--- config.mk ---
export PLATFORM = sky130hd
export DESIGN_NAME = cp_fifo_flat
export DESIGN_NICKNAME = d
export VERILOG_FILES = /design/src/rtl/cp_fifo_pkg.sv /design/src/rtl/cp_fifo_if.sv /design/src/rtl/cp_fifo_mem.sv /design/src/rtl/cp_fifo.sv /design/src/flat_wrapper.sv
export SDC_FILE = /design/constraint.sdc
export NUM_CORES = 1
export LEC_CHECK = 0
export BUFFER_PORTS_ARGS = -buffer_cell sky130_fd_sc_hd__buf_2
export CORE_MARGIN = 2
export CORE_UTILIZATION = 30
export CTS_BUF_LIST = sky130_fd_sc_hd__clkbuf_8
export DETAILED_ROUTE_END_ITERATION = 10
export GPL_TIMING_DRIVEN = 1
export PLACE_DENSITY = 0.42
export SYNTH_ARGS = -nofsm -noshare
export SYNTH_HDL_FRONTEND = slang
export SYNTH_SLANG_ARGS = --single-unit
--- constraint.sdc ---
create_clock -name clock -period 6.9 [get_ports clock]
set_clock_uncertainty 0.15 [all_clocks]
set_input_delay 0 -clock clock [delete_from_list [all_inputs] [get_ports clock]]
set_output_delay 0 -clock clock [all_outputs]
set_load 0.01 [all_outputs]
--- src/rtl/cp_fifo_pkg.sv ---
// Shared definitions for the cp_fifo family: default sizes, read-mode encodings
// and the threshold legality check used at elaboration.
package cp_fifo_pkg;

    localparam int DEF_DATA_W = 8;
    localparam int DEF_ADDR_W = 4;

    localparam int FIFO_MODE_STD  = 0;
    localparam int FIFO_MODE_FWFT = 1;

    // Thresholds must satisfy 0 <= AE_THR < AF_THR <= DEPTH, with AF_THR >= 1.
    function automatic bit thr_legal(input int addr_w, input int af_thr, input int ae_thr);
        return (ae_thr >= 0) && (af_thr >= 1) && (ae_thr < af_thr) &&
               (af_thr <= (1 << addr_w));
    endfunction

endpackage

--- src/rtl/cp_fifo_if.sv ---
// Producer/consumer bundle for cp_fifo. The FIFO side uses the slave modport;
// the stage driving requests uses the master modport.
interface cp_fifo_if
    import cp_fifo_pkg::*;
#(
    parameter int DATA_W = DEF_DATA_W,
    parameter int ADDR_W = DEF_ADDR_W
) ();

    // Handshake: wr is accepted when the FIFO is not full or a read is accepted in
    // the same cycle; rd is accepted when not empty. clear overrides both.
    logic              clear;
    logic              wr;
    logic [DATA_W-1:0] din;
    logic              rd;
    logic [DATA_W-1:0] dout;
    logic              dout_valid;
    logic              empty;
    logic              full;
    logic              almost_empty;
    logic              almost_full;
    logic [ADDR_W:0]   count;
    logic              overflow;
    logic              underflow;

    modport master (
        output clear, wr, din, rd,
        input  dout, dout_valid, empty, full, almost_empty, almost_full,
               count, overflow, underflow
    );

    modport slave (
        input  clear, wr, din, rd,
        output dout, dout_valid, empty, full, almost_empty, almost_full,
               count, overflow, underflow
    );

endinterface

--- src/rtl/cp_fifo_mem.sv ---
// Simple dual-port storage for cp_fifo: one synchronous write port, one read port
// that is registered in standard mode and combinational in FWFT mode.
module cp_fifo_mem
    import cp_fifo_pkg::*;
#(
    parameter int DATA_W = DEF_DATA_W,
    parameter int ADDR_W = DEF_ADDR_W,
    parameter int FWFT   = FIFO_MODE_STD
) (
    input  logic              clock,
    input  logic              reset_n,
    input  logic              we,
    input  logic [ADDR_W-1:0] waddr,
    input  logic [DATA_W-1:0] wdata,
    input  logic              re,
    input  logic [ADDR_W-1:0] raddr,
    output logic [DATA_W-1:0] rdata
);

    localparam int DEPTH = 1 << ADDR_W;

    logic [DATA_W-1:0] mem [DEPTH];

    always_ff @(posedge clock) begin
        if (we) mem[waddr] <= wdata;
    end

    generate
        if (FWFT == FIFO_MODE_FWFT) begin : g_fwft
            wire unused_ok = &{1'b0, re, reset_n};
            assign rdata = mem[raddr];
        end else begin : g_std
            logic [DATA_W-1:0] rdata_q;
            // Output register holds its value between reads, including across clear.
            always_ff @(posedge clock or negedge reset_n) begin
                if (!reset_n)  rdata_q <= '0;
                else if (re)   rdata_q <= mem[raddr];
            end
            assign rdata = rdata_q;
        end
    endgenerate

endmodule

--- src/rtl/cp_fifo.sv ---
// Single-clock FIFO using the full 2**ADDR_W depth, with exact occupancy count,
// registered threshold flags, sticky error flags, flush and selectable FWFT reads.
module cp_fifo
    import cp_fifo_pkg::*;
#(
    parameter int DATA_W = DEF_DATA_W,
    parameter int ADDR_W = DEF_ADDR_W,
    parameter int AF_THR = (1 << ADDR_W) - 2,
    parameter int AE_THR = 2,
    parameter int FWFT   = FIFO_MODE_STD
) (
    input logic     clock,
    input logic     reset_n,
    cp_fifo_if.slave bus
);

    localparam int              DEPTH   = 1 << ADDR_W;
    localparam logic [ADDR_W:0] DEPTH_C = (ADDR_W+1)'(DEPTH);
    localparam logic [ADDR_W:0] AF_C    = (ADDR_W+1)'(AF_THR);
    localparam logic [ADDR_W:0] AE_C    = (ADDR_W+1)'(AE_THR);
    localparam logic [ADDR_W:0] ONE_C   = (ADDR_W+1)'(1);

    generate
        if (!thr_legal(ADDR_W, AF_THR, AE_THR)) begin : g_bad_params
            $error("cp_fifo: thresholds must satisfy AE_THR < AF_THR <= DEPTH");
        end
    endgenerate

    logic [ADDR_W-1:0] wr_ptr, rd_ptr;
    logic [ADDR_W:0]   count_q, count_n;
    logic              empty_q, full_q, ae_q, af_q, ovf_q, udf_q;
    logic              rd_acc, wr_acc;
    logic [DATA_W-1:0] mem_rdata;

    // clear masks both accepts so nothing is written, popped or flagged that cycle.
    always_comb begin
        rd_acc  = bus.rd & ~empty_q & ~bus.clear;
        wr_acc  = bus.wr & (~full_q | rd_acc) & ~bus.clear;
        count_n = count_q;
        if (bus.clear)               count_n = '0;
        else if (wr_acc && !rd_acc)  count_n = count_q + ONE_C;
        else if (rd_acc && !wr_acc)  count_n = count_q - ONE_C;
    end

    always_ff @(posedge clock or negedge reset_n) begin
        if (!reset_n) begin
            wr_ptr  <= '0;
            rd_ptr  <= '0;
            count_q <= '0;
            empty_q <= 1'b1;
            full_q  <= 1'b0;
            ae_q    <= 1'b1;
            af_q    <= 1'b0;
            ovf_q   <= 1'b0;
            udf_q   <= 1'b0;
        end else begin
            if (bus.clear) begin
                wr_ptr <= '0;
                rd_ptr <= '0;
                ovf_q  <= 1'b0;
                udf_q  <= 1'b0;
            end else begin
                if (wr_acc)               wr_ptr <= wr_ptr + ADDR_W'(1);
                if (rd_acc)               rd_ptr <= rd_ptr + ADDR_W'(1);
                if (bus.wr && !wr_acc)    ovf_q  <= 1'b1;
                if (bus.rd && !rd_acc)    udf_q  <= 1'b1;
            end
            // Flags decode the next count so they never lag it.
            count_q <= count_n;
            empty_q <= (count_n == '0);
            full_q  <= (count_n == DEPTH_C);
            ae_q    <= (count_n <= AE_C);
            af_q    <= (count_n >= AF_C);
        end
    end

    cp_fifo_mem #(
        .DATA_W (DATA_W),
        .ADDR_W (ADDR_W),
        .FWFT   (FWFT)
    ) u_mem (
        .clock   (clock),
        .reset_n (reset_n),
        .we      (wr_acc),
        .waddr   (wr_ptr),
        .wdata   (bus.din),
        .re      (rd_acc),
        .raddr   (rd_ptr),
        .rdata   (mem_rdata)
    );

    generate
        if (FWFT == FIFO_MODE_FWFT) begin : g_out_fwft
            // Memory contents survive reset/clear, so mask the head word when empty.
            assign bus.dout       = empty_q ? '0 : mem_rdata;
            assign bus.dout_valid = ~empty_q;
        end else begin : g_out_std
            logic dout_valid_q;
            always_ff @(posedge clock or negedge reset_n) begin
                if (!reset_n) dout_valid_q <= 1'b0;
                else          dout_valid_q <= rd_acc;
            end
            assign bus.dout       = mem_rdata;
            assign bus.dout_valid = dout_valid_q;
        end
    endgenerate

    assign bus.count        = count_q;
    assign bus.empty        = empty_q;
    assign bus.full         = full_q;
    assign bus.almost_empty = ae_q;
    assign bus.almost_full  = af_q;
    assign bus.overflow     = ovf_q;
    assign bus.underflow    = udf_q;

endmodule
--- src/flat_wrapper.sv ---
// flat-port wrapper written by rule: the top's interface ports become plain ports
module cp_fifo_flat import cp_fifo_pkg::*;
#(
    parameter int DATA_W = DEF_DATA_W,
    parameter int ADDR_W = DEF_ADDR_W,
    parameter int AF_THR = (1 << ADDR_W) - 2,
    parameter int AE_THR = 2,
    parameter int FWFT   = FIFO_MODE_STD
)
  (clock, reset_n, bus_clear, bus_wr, bus_din, bus_rd, bus_dout, bus_dout_valid, bus_empty, bus_full, bus_almost_empty, bus_almost_full, bus_count, bus_overflow, bus_underflow);
  cp_fifo_if #(.DATA_W(DATA_W), .ADDR_W(ADDR_W)) bus_i ();
  input logic clock;
  input logic reset_n;
  input wire logic [$bits(bus_i.clear)-1:0] bus_clear;
  input wire logic [$bits(bus_i.wr)-1:0] bus_wr;
  input wire logic [$bits(bus_i.din)-1:0] bus_din;
  input wire logic [$bits(bus_i.rd)-1:0] bus_rd;
  output wire logic [$bits(bus_i.dout)-1:0] bus_dout;
  output wire logic [$bits(bus_i.dout_valid)-1:0] bus_dout_valid;
  output wire logic [$bits(bus_i.empty)-1:0] bus_empty;
  output wire logic [$bits(bus_i.full)-1:0] bus_full;
  output wire logic [$bits(bus_i.almost_empty)-1:0] bus_almost_empty;
  output wire logic [$bits(bus_i.almost_full)-1:0] bus_almost_full;
  output wire logic [$bits(bus_i.count)-1:0] bus_count;
  output wire logic [$bits(bus_i.overflow)-1:0] bus_overflow;
  output wire logic [$bits(bus_i.underflow)-1:0] bus_underflow;
  assign bus_i.clear = bus_clear;
  assign bus_i.wr = bus_wr;
  assign bus_i.din = bus_din;
  assign bus_i.rd = bus_rd;
  assign bus_dout = bus_i.dout;
  assign bus_dout_valid = bus_i.dout_valid;
  assign bus_empty = bus_i.empty;
  assign bus_full = bus_i.full;
  assign bus_almost_empty = bus_i.almost_empty;
  assign bus_almost_full = bus_i.almost_full;
  assign bus_count = bus_i.count;
  assign bus_overflow = bus_i.overflow;
  assign bus_underflow = bus_i.underflow;
  cp_fifo #(.DATA_W(DATA_W), .ADDR_W(ADDR_W), .AF_THR(AF_THR), .AE_THR(AE_THR), .FWFT(FWFT)) u_core (.clock(clock), .reset_n(reset_n), .bus(bus_i));
endmodule
==> results.sh <==
export IMPL_hp_class="reg2reg"
export IMPL_start_util=0.3033
export IMPL_fin_crit_sh=0.4011
export IMPL_p_leak_nw=2.473
export IMPL_finish_net_count=428
export IMPL_yosysSeqAreaShare=0.7178
export IMPL_drt_wl_total_um=13780
export IMPL_synthArstFlopShare=0.1795
export IMPL_grt_pass1_vias=3445
export IMPL_syn_area_per_cell_um2=17.89
export IMPL_vdd_drop_max_uv=138.0
export IMPL_area_growth_syn_to_layout_pct=16.06
export IMPL_antenna_found_initial=0
export IMPL_cts_tree="done"
export IMPL_syn_inst=354
export IMPL_layout_commonest_cell="edfxtp_1"
export IMPL_synth_nets=374
export IMPL_drt_initial_drc_count=220
export IMPL_clk_transition_reported_paths_ps=80
export IMPL_ys_warn_count=0
export IMPL_arrival_ps=2690
export IMPL_hpwlAfterDp_um=8799
export IMPL_layout_drive_gt1_share=0.2619
export IMPL_place_gp_congestion=0.7555
export IMPL_cp_max_fo=23
export IMPL_synth_cell_types=45
export IMPL_critPathRequiredTime_ps=6830
export IMPL_antenna_cells=0
export IMPL_cts_sinks=156
export IMPL_ant_nets=0
export IMPL_clk_path_buf_depth=2
export IMPL_status="finished clean"
export IMPL_setup_viol=0
export IMPL_cts_resized_gates=0
export IMPL_die_h_um=149.3
export IMPL_die_area_mm2=0.02230
export IMPL_p_per_area_mw_per_mm2=297.8
export IMPL_cp_end_kind="register"
export IMPL_cts_buffers=17
export IMPL_min_period_ps=2768
export IMPL_fin_setup_tns_ps=0
export IMPL_synth_ff_type="edfxtp_1"
export IMPL_port_buffers=32
export IMPL_rsz0062_at_grt="false"
export IMPL_netlist_area_mm2=0.006335
export IMPL_clk_latency_ps=440
export IMPL_setup_worst_path_start_class="input port"
export IMPL_std_cell_rows=53
export IMPL_drv_cap=0
export IMPL_io_pins=33
export IMPL_grt_pass1_wl_um=21140
export IMPL_ctsHtreeMaxLevel=4
export IMPL_synth_edff_count=128
export IMPL_mostFrequentLayoutCells="128 x edfxtp_1, 32 x mux4_2, 32 x buf_2"
export IMPL_hold_viol=0
export IMPL_die_w_um=149.3
export IMPL_critical_path_class="in2reg"
export IMPL_n_fill_cell=1984
export IMPL_grt_max_degree=36
export IMPL_ys_ff_latch=156
export IMPL_globalRouteTotalUtil=0.1330
export IMPL_cts_hold_buffers=16
export IMPL_vias_per_cell=4.663
export IMPL_drc_errors=0
export IMPL_cts_root_buf="clkbuf_8"
export IMPL_worst_pin_slew_ps=1176
export IMPL_fmax_mhz=361.3
export IMPL_dr_pass1_iters=4
export IMPL_core_area_mm2=0.02089
export IMPL_wl_per_cell_um=19.82
export IMPL_slew_headroom=0.2159
export IMPL_postCtsSetupBuffers=0
export IMPL_overflow=0
export IMPL_holdWs_ps=342.3
export IMPL_num_vias=3241
export IMPL_slew_violations=0
[power by group]
part / internal [mW] / switching, mW / leakage (nW) / total [mW]
Clock: 0.351 / 0.332 / 0.199 / 0.682
Combinational: 0.178 / 0.210 / 0.756 / 0.389
Sequential: 1.07 / 0.0450 / 1.52 / 1.12
[state kept, by name, indices dropped and copies added (netlist names)]
register,count
u_core.bus.almost_empty,1
u_core.bus.almost_full,1
u_core.bus.count,5
u_core.bus.dout_valid,1
u_core.bus.empty,1
u_core.bus.full,1
u_core.bus.overflow,1
u_core.bus.underflow,1
u_core.rd_ptr,4
u_core.u_mem.mem,128
u_core.u_mem.rdata,8
u_core.wr_ptr,4
[logic make-up (layout without fill, tap and decap cells)]
family                     after synthesis  count (layout)  share of synthesized area
AOI/OAI and AO/OA                       28              28                    0.03377
xor gates and xnor gates                 7               7                   0.009678
adders and majority gates                7               7                    0.01383
buffers and inverters                   27              93                    0.01916
DFF                                    156             156                     0.7178
muxes                                   49              49                     0.1406
and+or+nand+nor                         80              80                    0.06518
[path summary, 6_finish.rpt]
kind | start | to | slack [ps] | cells after the start
setup reg to reg | u_core.bus.empty | u_core.u_mem.mem[15][0] | 4150 | 4
setup / recovery | bus_clear | u_core.u_mem.mem[15][0] | 4130 | 6
min in group asynchronous | reset_n | u_core.bus.empty | 490 | 3
hold / removal | u_core.u_mem.rdata[0] | u_core.u_mem.rdata[0] | 340 | 2
max in group asynchronous | reset_n | u_core.rd_ptr[0] | 5940 | 4
hold reg to reg | u_core.u_mem.rdata[0] | u_core.u_mem.rdata[0] | 340 | 2
[cell usage after synthesis, drive strengths merged, types with 7 or more instances]
cell type / number / area share
edfxtp: 128 / 0.61
inv: 8 / 0.0047
mux2i: 17 / 0.027
mux4: 32 / 0.11
ha: 7 / 0.014
dfrtp: 26 / 0.10
clkbuf: 9 / 0.0053
o221ai: 8 / 0.011
nor2: 27 / 0.016
buf: 10 / 0.0091
nand2: 20 / 0.012
nor3: 9 / 0.0071
[worst max-delay path, stage by stage]
cell and delay (ps):
dlygate4sd3_1 530, buf_2 260, or3b_2 690, a21boi_2 320, nand3_1 260, nor2_1 630
[layout make-up]
type                    instances  area, µm²  share of cell area
multi-input cells             171       1667              0.2267
clock buffers                  17      234.0             0.03182
well taps                     275      344.1             0.04680
repair buffers                 54      375.4             0.05106
flip-flops and latches        156       4548              0.6186
clock inverters                14      153.9             0.02093
inverters                       8      30.03            0.004084
[stage by stage]
stage,util,area [µm²],cells,setup WS [ps],total power [mW]
detailed placement,0.3252,6794,648,4156,1.531
floorplan,-,6335,354,4462,1.392
global placement,0.3252,6794,648,4214,1.530
CTS,0.3520,7352,695,4115,2.221
finish,0.3520,7352,695,4132,2.189
global route,0.3520,7352,695,3967,2.298
[layer usage]
| layer | global-route usage | vias up | routed length, µm |
|---|---|---|---|
| met4 | 0.03714 | 0 | 129 |
| met3 | 0.04128 | 7 | 510 |
| met5 | 0 | - | 0 |
| met1 | 0.1795 | 1679 | 6398 |
| li1 | - | 1496 | - |
| met2 | 0.2085 | 59 | 6739 |
(Power assumes the default switching activity.)
